### src/rtl/fifo_inst_sequencer.sv
// fifo_inst_sequencer
// Arbitrates host write and read requests into one {WE, RE, DI} instruction
// per cycle for a single-port FIFO. Tracks committed occupancy and reads that
// have been issued but not yet answered, so it never overfills or underflows
// the FIFO and never exceeds the allowed number of outstanding reads.
module fifo_inst_sequencer #(
    parameter int DEPTH    = 16,
    parameter int MAX_PEND = 4,
    parameter int CNT_W    = $clog2(DEPTH + 1)
) (
    input  logic             clk,
    input  logic             rst,
    input  logic             wr_valid,
    input  logic [31:0]      wr_data,
    output logic             wr_ready,
    input  logic             rd_valid,
    output logic             rd_ready,
    output logic [33:0]      inst,
    input  logic             read_valid,
    output logic [CNT_W-1:0] count,
    output logic             full,
    output logic             empty,
    output logic [2:0]       pend,
    output logic             err
);

    localparam logic [CNT_W-1:0] DEPTH_C    = CNT_W'(DEPTH);
    localparam logic [CNT_W-1:0] CNT_ONE    = CNT_W'(1);
    localparam logic [CNT_W-1:0] CNT_ZERO   = {CNT_W{1'b0}};
    localparam logic [2:0]       MAX_PEND_C = 3'(MAX_PEND);

    logic [33:0]      inst_q,  inst_d;
    logic [CNT_W-1:0] count_q, count_d;
    logic [2:0]       pend_q,  pend_d;
    logic             err_q,   err_d;
    logic             prio_q,  prio_d;

    logic wr_elig_s;
    logic rd_elig_s;
    logic wr_acc_s;
    logic rd_acc_s;
    logic rv_dec_s;
    logic contested_s;

    assign inst  = inst_q;
    assign count = count_q;
    assign pend  = pend_q;
    assign err   = err_q;
    assign full  = (count_q == DEPTH_C);
    assign empty = (count_q == CNT_ZERO);

    // Eligibility, arbitration, readies and next-state for every register
    always_comb begin
        wr_elig_s   = (count_q != DEPTH_C);
        rd_elig_s   = (count_q != CNT_ZERO) && (pend_q < MAX_PEND_C);
        // The loser of a contested cycle is held off by the priority bit; the
        // winner's ready never depends on its own valid.
        wr_ready    = wr_elig_s && !(rd_valid && rd_elig_s && prio_q);
        rd_ready    = rd_elig_s && !(wr_valid && wr_elig_s && !prio_q);
        wr_acc_s    = wr_valid && wr_ready;
        rd_acc_s    = rd_valid && rd_ready;
        contested_s = wr_valid && wr_elig_s && rd_valid && rd_elig_s;
        rv_dec_s    = read_valid && (pend_q != 3'd0);

        prio_d = contested_s ? !prio_q : prio_q;

        if (wr_acc_s) begin
            inst_d = {1'b1, 1'b0, wr_data};
        end else if (rd_acc_s) begin
            inst_d = {1'b0, 1'b1, 32'h0000_0000};
        end else begin
            inst_d = 34'h0_0000_0000;
        end

        // Handshakes are mutually exclusive, so at most one step per edge
        if (wr_acc_s) begin
            count_d = count_q + CNT_ONE;
        end else if (rd_acc_s) begin
            count_d = count_q - CNT_ONE;
        end else begin
            count_d = count_q;
        end

        // A new read and a retiring read in the same cycle cancel out
        if (rd_acc_s && !rv_dec_s) begin
            pend_d = pend_q + 3'd1;
        end else if (!rd_acc_s && rv_dec_s) begin
            pend_d = pend_q - 3'd1;
        end else begin
            pend_d = pend_q;
        end

        // A response with nothing outstanding is a protocol violation by the FIFO
        err_d = err_q || (read_valid && (pend_q == 3'd0) && !rd_acc_s);
    end

    // State registers with synchronous reset that overrides any handshake
    always_ff @(posedge clk) begin
        if (rst) begin
            inst_q  <= 34'h0_0000_0000;
            count_q <= CNT_ZERO;
            pend_q  <= 3'd0;
            err_q   <= 1'b0;
            prio_q  <= 1'b0;
        end else begin
            inst_q  <= inst_d;
            count_q <= count_d;
            pend_q  <= pend_d;
            err_q   <= err_d;
            prio_q  <= prio_d;
        end
    end

endmodule

### config.mk
export PLATFORM = sky130hd
export DESIGN_NAME = fifo_inst_sequencer
export DESIGN_NICKNAME = d
export VERILOG_FILES = /design/src/rtl/fifo_inst_sequencer.sv
export SDC_FILE = /design/constraint.sdc
export NUM_CORES = 1
export LEC_CHECK = 0
export CORE_MARGIN = 2
export CORE_UTILIZATION = 35
export DETAILED_ROUTE_END_ITERATION = 16
export PLACE_DENSITY = 0.75
export SLEW_MARGIN = 40
export SYNTH_ARGS = -nofsm -noshare
export SYNTH_HDL_FRONTEND = slang
export SYNTH_SLANG_ARGS = --single-unit
### constraint.sdc
create_clock -name clk -period 2.55 [get_ports clk]
set_input_delay 0.255 -clock clk [delete_from_list [all_inputs] [get_ports clk]]
set_output_delay 0.255 -clock clk [all_outputs]
set_load 0.005 [all_outputs]
* Word level (Yosys, flattened, before mapping)
Cells that the tools add are included.
Operators by class: equality and inequality tests 2, muxes and demuxes 6, reduce and logical (&&, ||, !) cells 29, magnitude comparators 1, add/sub/neg operators 4
Operator list (number):
- 34-bit 2-to-1 mux | 1
- 33-bit 2-to-1 mux | 1
- 1-bit logical AND | 16
- 5-bit 2-to-1 mux | 2
- 3-bit 2-to-1 mux | 2
- 5-bit by 1-bit adder with 5-bit output (second input constant) | 1
- 5-bit == test (second input constant) | 1
- 1-bit logical NOT | 5
- 5-bit logical NOT | 1
- 5-bit inequality test (second input constant) | 1
- 5-bit nonzero test | 1
- 5-bit by 1-bit subtractor with 5-bit output (second input constant) | 1
- 2-bit nonzero test | 2
- 3-bit by 1-bit adder with 3-bit output (second input constant) | 1
- 3-bit logical NOT | 1
- 3-bit < comparator (second input constant) | 1
- 3-bit nonzero test | 1
- 3-bit by 1-bit subtractor with 3-bit output (second input constant) | 1
- 2-bit OR reduction | 1
- 1-bit logical OR | 1
Storage, ports and cells: word-level logic and storage cells 48, input bits 37, flip-flop bits (word level) 44

* Depth between registers and ports, before layout
Gate-level depths: netlist of run 1.
word-level depth 10, gate-level depth with buffers 10, mapped depth without buffers 9

* Worst setup path before layout of run 1
Ideal clock, no wire load.
kind register -> register, start reg count_q[2], in the netlist count[2], end reg pend_q[2], in the netlist pend[2], setup time 0.071 ns, clock period less this slack 2.579 ns, cell stages (with the launch flop) 11, setup slack -0.029 ns, arrival time 2.508 ns, path buffers 1, data required time 2.479 ns, path through dfxtp_1 > or4_1 > buf_2 > o211a_1 > nor2_1 > ha_1 > inv_1 > fa_1 > xor2_1 > or3_1 > a21oi_1
On the way: cells in the longest elaborated chain, start to end 9
Ends and longest elaborated chain:
- start: declaration | line 33 | logic [CNT_W-1:0] count_q, count_d;
- start signal: assignment | line 107 | count_q <= count_d;
- 5-bit inequality test | line 54 | wr_elig_s = (count_q != DEPTH_C);
- 1-bit logical AND (2 in series) | line 59 | rd_ready = rd_elig_s && !(wr_valid && wr_elig_s && !prio_q);
- 1-bit logical NOT | line 59
- 1-bit logical AND * | line 59
- 1-bit logical AND * | line 61 | rd_acc_s = rd_valid && rd_ready;
- named net rd_acc_s | line 41 | logic rd_acc_s;
- 1-bit logical NOT | line 87 | end else if (!rd_acc_s && rv_dec_s) begin
- 1-bit logical AND | line 87
- 2-bit nonzero test (no line)
- end signal: assignment | line 108 | pend_q <= pend_d;
- end: declaration | line 34 | logic [2:0] pend_q, pend_d;
The timed path passes the listed nets; every way through them passes the cells marked *. A chain may end at the register's enable or synchronous reset.

* Final worst setup path of run 1
start reg count_q[2], in the netlist count[2], end reg count_q[4], in the netlist count[4]
On the way: cells in the longest elaborated chain, start to end 8
Ends and longest elaborated chain:
- parallel branches: the longest is 8 deep, another holds 5-bit by 1-bit subtractor with 5-bit output
Parallel ways; which one is timed is not known. The select of a mux whose other input is x is not followed.

==> summary.md, run 1 <==
| Metric | Value |
|---|---|
| Number of synthesized flops with an enable pin | `0` |
| Clock tree from TritonCTS | `yes` |
| Number of distinct library cells after synthesis | `36` |
| Delay of the slowest critical-path stage | `0.55 ns` |
| Worst-path clk slew | `0.08 ns` |
| Most area-hungry cell type in the Yosys netlist | `sky130_fd_sc_hd__dfxtp_1` |
| Wire length of the first global-routing pass | `6330 um` |
| Final setup slack of the worst path | `0.0633 ns` |
| Root buf cell | `sky130_fd_sc_hd__clkbuf_8` |
| Fin Hold WS | `0.452 ns` |
| CTS Sinks | `44` |
| Number of antenna violations at the first check in global routing | `0` |
| Power density relative to cell area | `866 nW/um^2` |
| Number of max-slew violations in the final report | `0` |
| Most common flop cell mapped by yosys | `sky130_fd_sc_hd__dfxtp_1` |
| Net count of the mapped netlist | `193` |
| Final setup TNS | `0 ns` |
| Worst clock skew on the final layout | `0.00601 ns` |
| Maximum number of pins on one net before global-route repair | `34` |
| Die Outline Area | `5190 sq um` |
| Syn_area_per_cell | `10.8 sq um` |
| Proportion of register bits with asynchronous set or reset after synthesis | `0%` |
| Placed wire-length estimate | `3020 um` |
| Total non-filler cell area in the finished layout | `2730 sq um` |
| Starting density of the core | `36.7%` |
| Buffer depth of the longest clock path | `2` |
| Worst setup path class | `flip-flop to flip-flop` |
| Peak supply drop | `0.000381 V` |
| DR pass1 iterations | `4` |
| Leakage Power | `1.10 nW` |
| Final weighted congestion in routability-driven placement | `0.887` |
| Antenna diode count | `0` |
| #FFs+latches synth | `44` |
| Outcome | `finished, final reports clean` |
| Setup crit end kind | `flip-flop` |
| HP Class | `flip-flop to flip-flop` |
| Gate count of the mapped netlist | `150` |
| Count of antenna-violating nets left after detailed routing | `0` |
| Cell with the most instances after synthesis | `sky130_fd_sc_hd__dfxtp_1` |
| Number of I/O port buffers | `83` |
| Cell area after technology mapping | `1620 sq um` |
| Post-synthesis sequential area ratio | `54.4%` |
| Layout-stage area growth over the synthesis result | `68.6%` |
| Placed cell area | `2590 sq um` |
| Dpl ws | `-0.0236 ns` |
| Share of post-route cells with drive strength above 1 | `13.9%` |
| Routed vias/inst | `4.58` |
| Sort of element at the start of the critical path | `flip-flop` |
| Max-slew headroom at the worst pin | `70.8%` |
| Fill cell count | `359` |
| Number of ports placed on the die boundary | `84` |
| Timing endpoint of the critical path | `count[4]$_SDFFE_PP0P_` |
| Vias | `1,388` |
| Logic depth of the worst register-to-register path | `9` |
| Portion of synthesized cell area occupied by the leading cell type | `54.4%` |
| Final critical-path share of the clock period | `97.5%` |
| Area of the placeable core | `4410 sq um` |
| Critical path data required time | `2.78 ns` |
| Hold violation count in the final report | `0` |
| TritonCTS Buffers | `5` |
| DIE WIDTH | `72.0 um` |
| NumNets Final | `293` |
| Slowest cell on crit path | `sky130_fd_sc_hd__or4_4` |
| Setup-failing EPs final | `0` |
| Final routed wire length divided by cell count | `13.1 um` |
| Worst-path cell chain | `or4_4 > buf_4 > o211ai_4 > nand2_1 > fa_2 > a21o_1 > a211oi_1 > o21ai_0 > nand4_1` |
| DRC violation count after routing | `0` |
| Clock network latency to the later pin of the worst-skew pair | `0.29 ns` |
| Wirelength, routed | `3980 um` |
| Total overflow reported by the global router | `0` |
| Die Ht | `72.0 um` |
| Via count of the first global-routing pass | `1,345` |
| Reg2reg start | `count[2]$_SDFFE_PP0P_` |
| Cell Rows | `24` |
| Transition time of the tightest slew-check pin | `0.437 ns` |
| Worst setup path startpoint | `count[2]$_SDFFE_PP0P_` |
| Achievable Freq | `402 MHz` |
| RSZ-0062 raised after global routing | `yes` |
| Capture point of the worst reg-to-reg path | `count[4]$_SDFFE_PP0P_` |
| Total routing resource utilization after global routing | `15.9%` |
| Data arrival time of the worst path | `2.72 ns` |
| Number of warnings reported in the yosys synthesis log | `0` |
| Commonest cells in the netlist | `sky130_fd_sc_hd__dfxtp_1, sky130_fd_sc_hd__and2_1, sky130_fd_sc_hd__nor2_1, sky130_fd_sc_hd__a21oi_1, sky130_fd_sc_hd__nor3_1` |
| Clock period minus worst slack | `2.49 ns` |
| Max-cap viol count | `0` |
| Top post-synthesis cells by area | `sky130_fd_sc_hd__dfxtp_1, sky130_fd_sc_hd__and2_1, sky130_fd_sc_hd__ha_1` |
| FF-to-FF setup slack | `0.06 ns` |
| Critical Path Fanout Max | `6` |
| Count of H-tree levels built during CTS | `2` |
| Number of DRC violations after detailed-routing iteration 0 | `48` |
## what timing repair did
item / in CTS / in global routing
resized for setup: 1 / 7
endpoints found under the setup margin: 3 / 3
pin swaps: 0 / 5
setup buffers: 0 / 1
hold buffers: 0 / 0
hold endpoints to repair: 0 / 0
## report_power, final
part / switching [mW] / leakage [nW] / internal [mW] / total (mW)
combinational: 0.440 / 0.683 / 0.566 / 1.01
sequential: 0.0543 / 0.362 / 0.792 / 0.846
clock: 0.224 / 0.0552 / 0.291 / 0.515
## layout make-up
cell class / instances / area (sq um) / area share [%]
Clock inverter: 2 / 35.0 / 1.28
Timing Repair Buffer: 98 / 946 / 34.6
Sequential cell: 44 / 883 / 32.3
Inverter: 4 / 15.0 / 0.549
Clock buffer: 6 / 72.6 / 2.66
Tap cell: 52 / 65.1 / 2.38
Multi-Input combinational cell: 97 / 716 / 26.2
## placed cells by master, fill, tap and decap left out, types with 3 or more instances in the layout
| cell type | synthesis | routed |
|---|---|---|
| sky130_fd_sc_hd__clkdlybuf4s50_1 | 0 | 82 |
| sky130_fd_sc_hd__buf_4 | 0 | 15 |
| sky130_fd_sc_hd__clkbuf_8 | 0 | 5 |
| sky130_fd_sc_hd__and2_1 | 32 | 32 |
| sky130_fd_sc_hd__inv_1 | 4 | 4 |
| sky130_fd_sc_hd__nor2_1 | 8 | 7 |
| sky130_fd_sc_hd__xor2_1 | 4 | 4 |
| sky130_fd_sc_hd__ha_1 | 4 | 3 |
| sky130_fd_sc_hd__dfxtp_1 | 44 | 42 |
| sky130_fd_sc_hd__o21ai_0 | 3 | 3 |
| sky130_fd_sc_hd__nor3_1 | 7 | 7 |
| sky130_fd_sc_hd__a21oi_1 | 7 | 5 |
| sky130_fd_sc_hd__a21o_1 | 3 | 3 |
## worst min path at each step
stage / end / cells after the start / slack [ns] / startpoint
6_report: err$_SDFF_PP0_ / 2 / 0.45 / err$_SDFF_PP0_
5_1_grt: err$_SDFF_PP0_ / 2 / 0.50 / err$_SDFF_PP0_
4_1_cts: err$_SDFF_PP0_ / 2 / 0.46 / err$_SDFF_PP0_
3_5_place_dp: err$_SDFF_PP0_ / 2 / 0.44 / err$_SDFF_PP0_
3_3_place_gp: err$_SDFF_PP0_ / 2 / 0.43 / err$_SDFF_PP0_
2_1_floorplan: inst[0]$_SDFF_PP0_ / 1 / 0.38 / wr_data[0]
## worst max-delay path, delay by kind of cell, from the launching register on
kind	cells	cell delay, ns
flops	1	0.33
compound gates	4	0.74
fa+ha+maj	1	0.39
simple gates	3	0.80
buf+inv	1	0.18
## flip-flops by register name, summed over array words and instances (netlist names)
| signal | cells |
|---|---|
| count | 5 |
| inst | 34 |
| err | 1 |
| pend | 3 |
| prio_q | 1 |
## routing by layer
layer	track usage [%]	vias up	share of wire [%]
met2	24.7	66	44
met3	5.69	7	8.7
met1	19.6	610	46
li1	-	705	-
met5	0	-	0
met4	8.18	0	1.5
## cell families after synthesis
logic type	share of synthesized area, %
compound gates	10.6
flops	54.4
buf+inv	3.55
simple gates	22.6
xor+xnor	2.70
mux	0.618
fa+ha+maj	5.56
## metrics by stage
step | total power [mW] | utilization [%] | cells
floorplan | 1.35 | - | 150
global placement | 1.80 | 58.7 | 294
detailed placement | 1.83 | 58.7 | 294
CTS | 2.36 | 61.3 | 302
global route | 2.52 | 61.9 | 303
finish | 2.37 | 61.9 | 303
(Power assumes the default switching activity.)
==> run 2: changes to the inputs <==
--- a/config.mk
+++ b/config.mk
@@ -9,7 +9,7 @@
 export CORE_UTILIZATION = 35
 export DETAILED_ROUTE_END_ITERATION = 16
 export PLACE_DENSITY = 0.75
-export SLEW_MARGIN = 40
+export SLEW_MARGIN = 20
 export SYNTH_ARGS = -nofsm -noshare
 export SYNTH_HDL_FRONTEND = slang
 export SYNTH_SLANG_ARGS = --single-unit
==> results of run 2 <==
No change in the layout: final DEF, timing and power equal those of run 1.
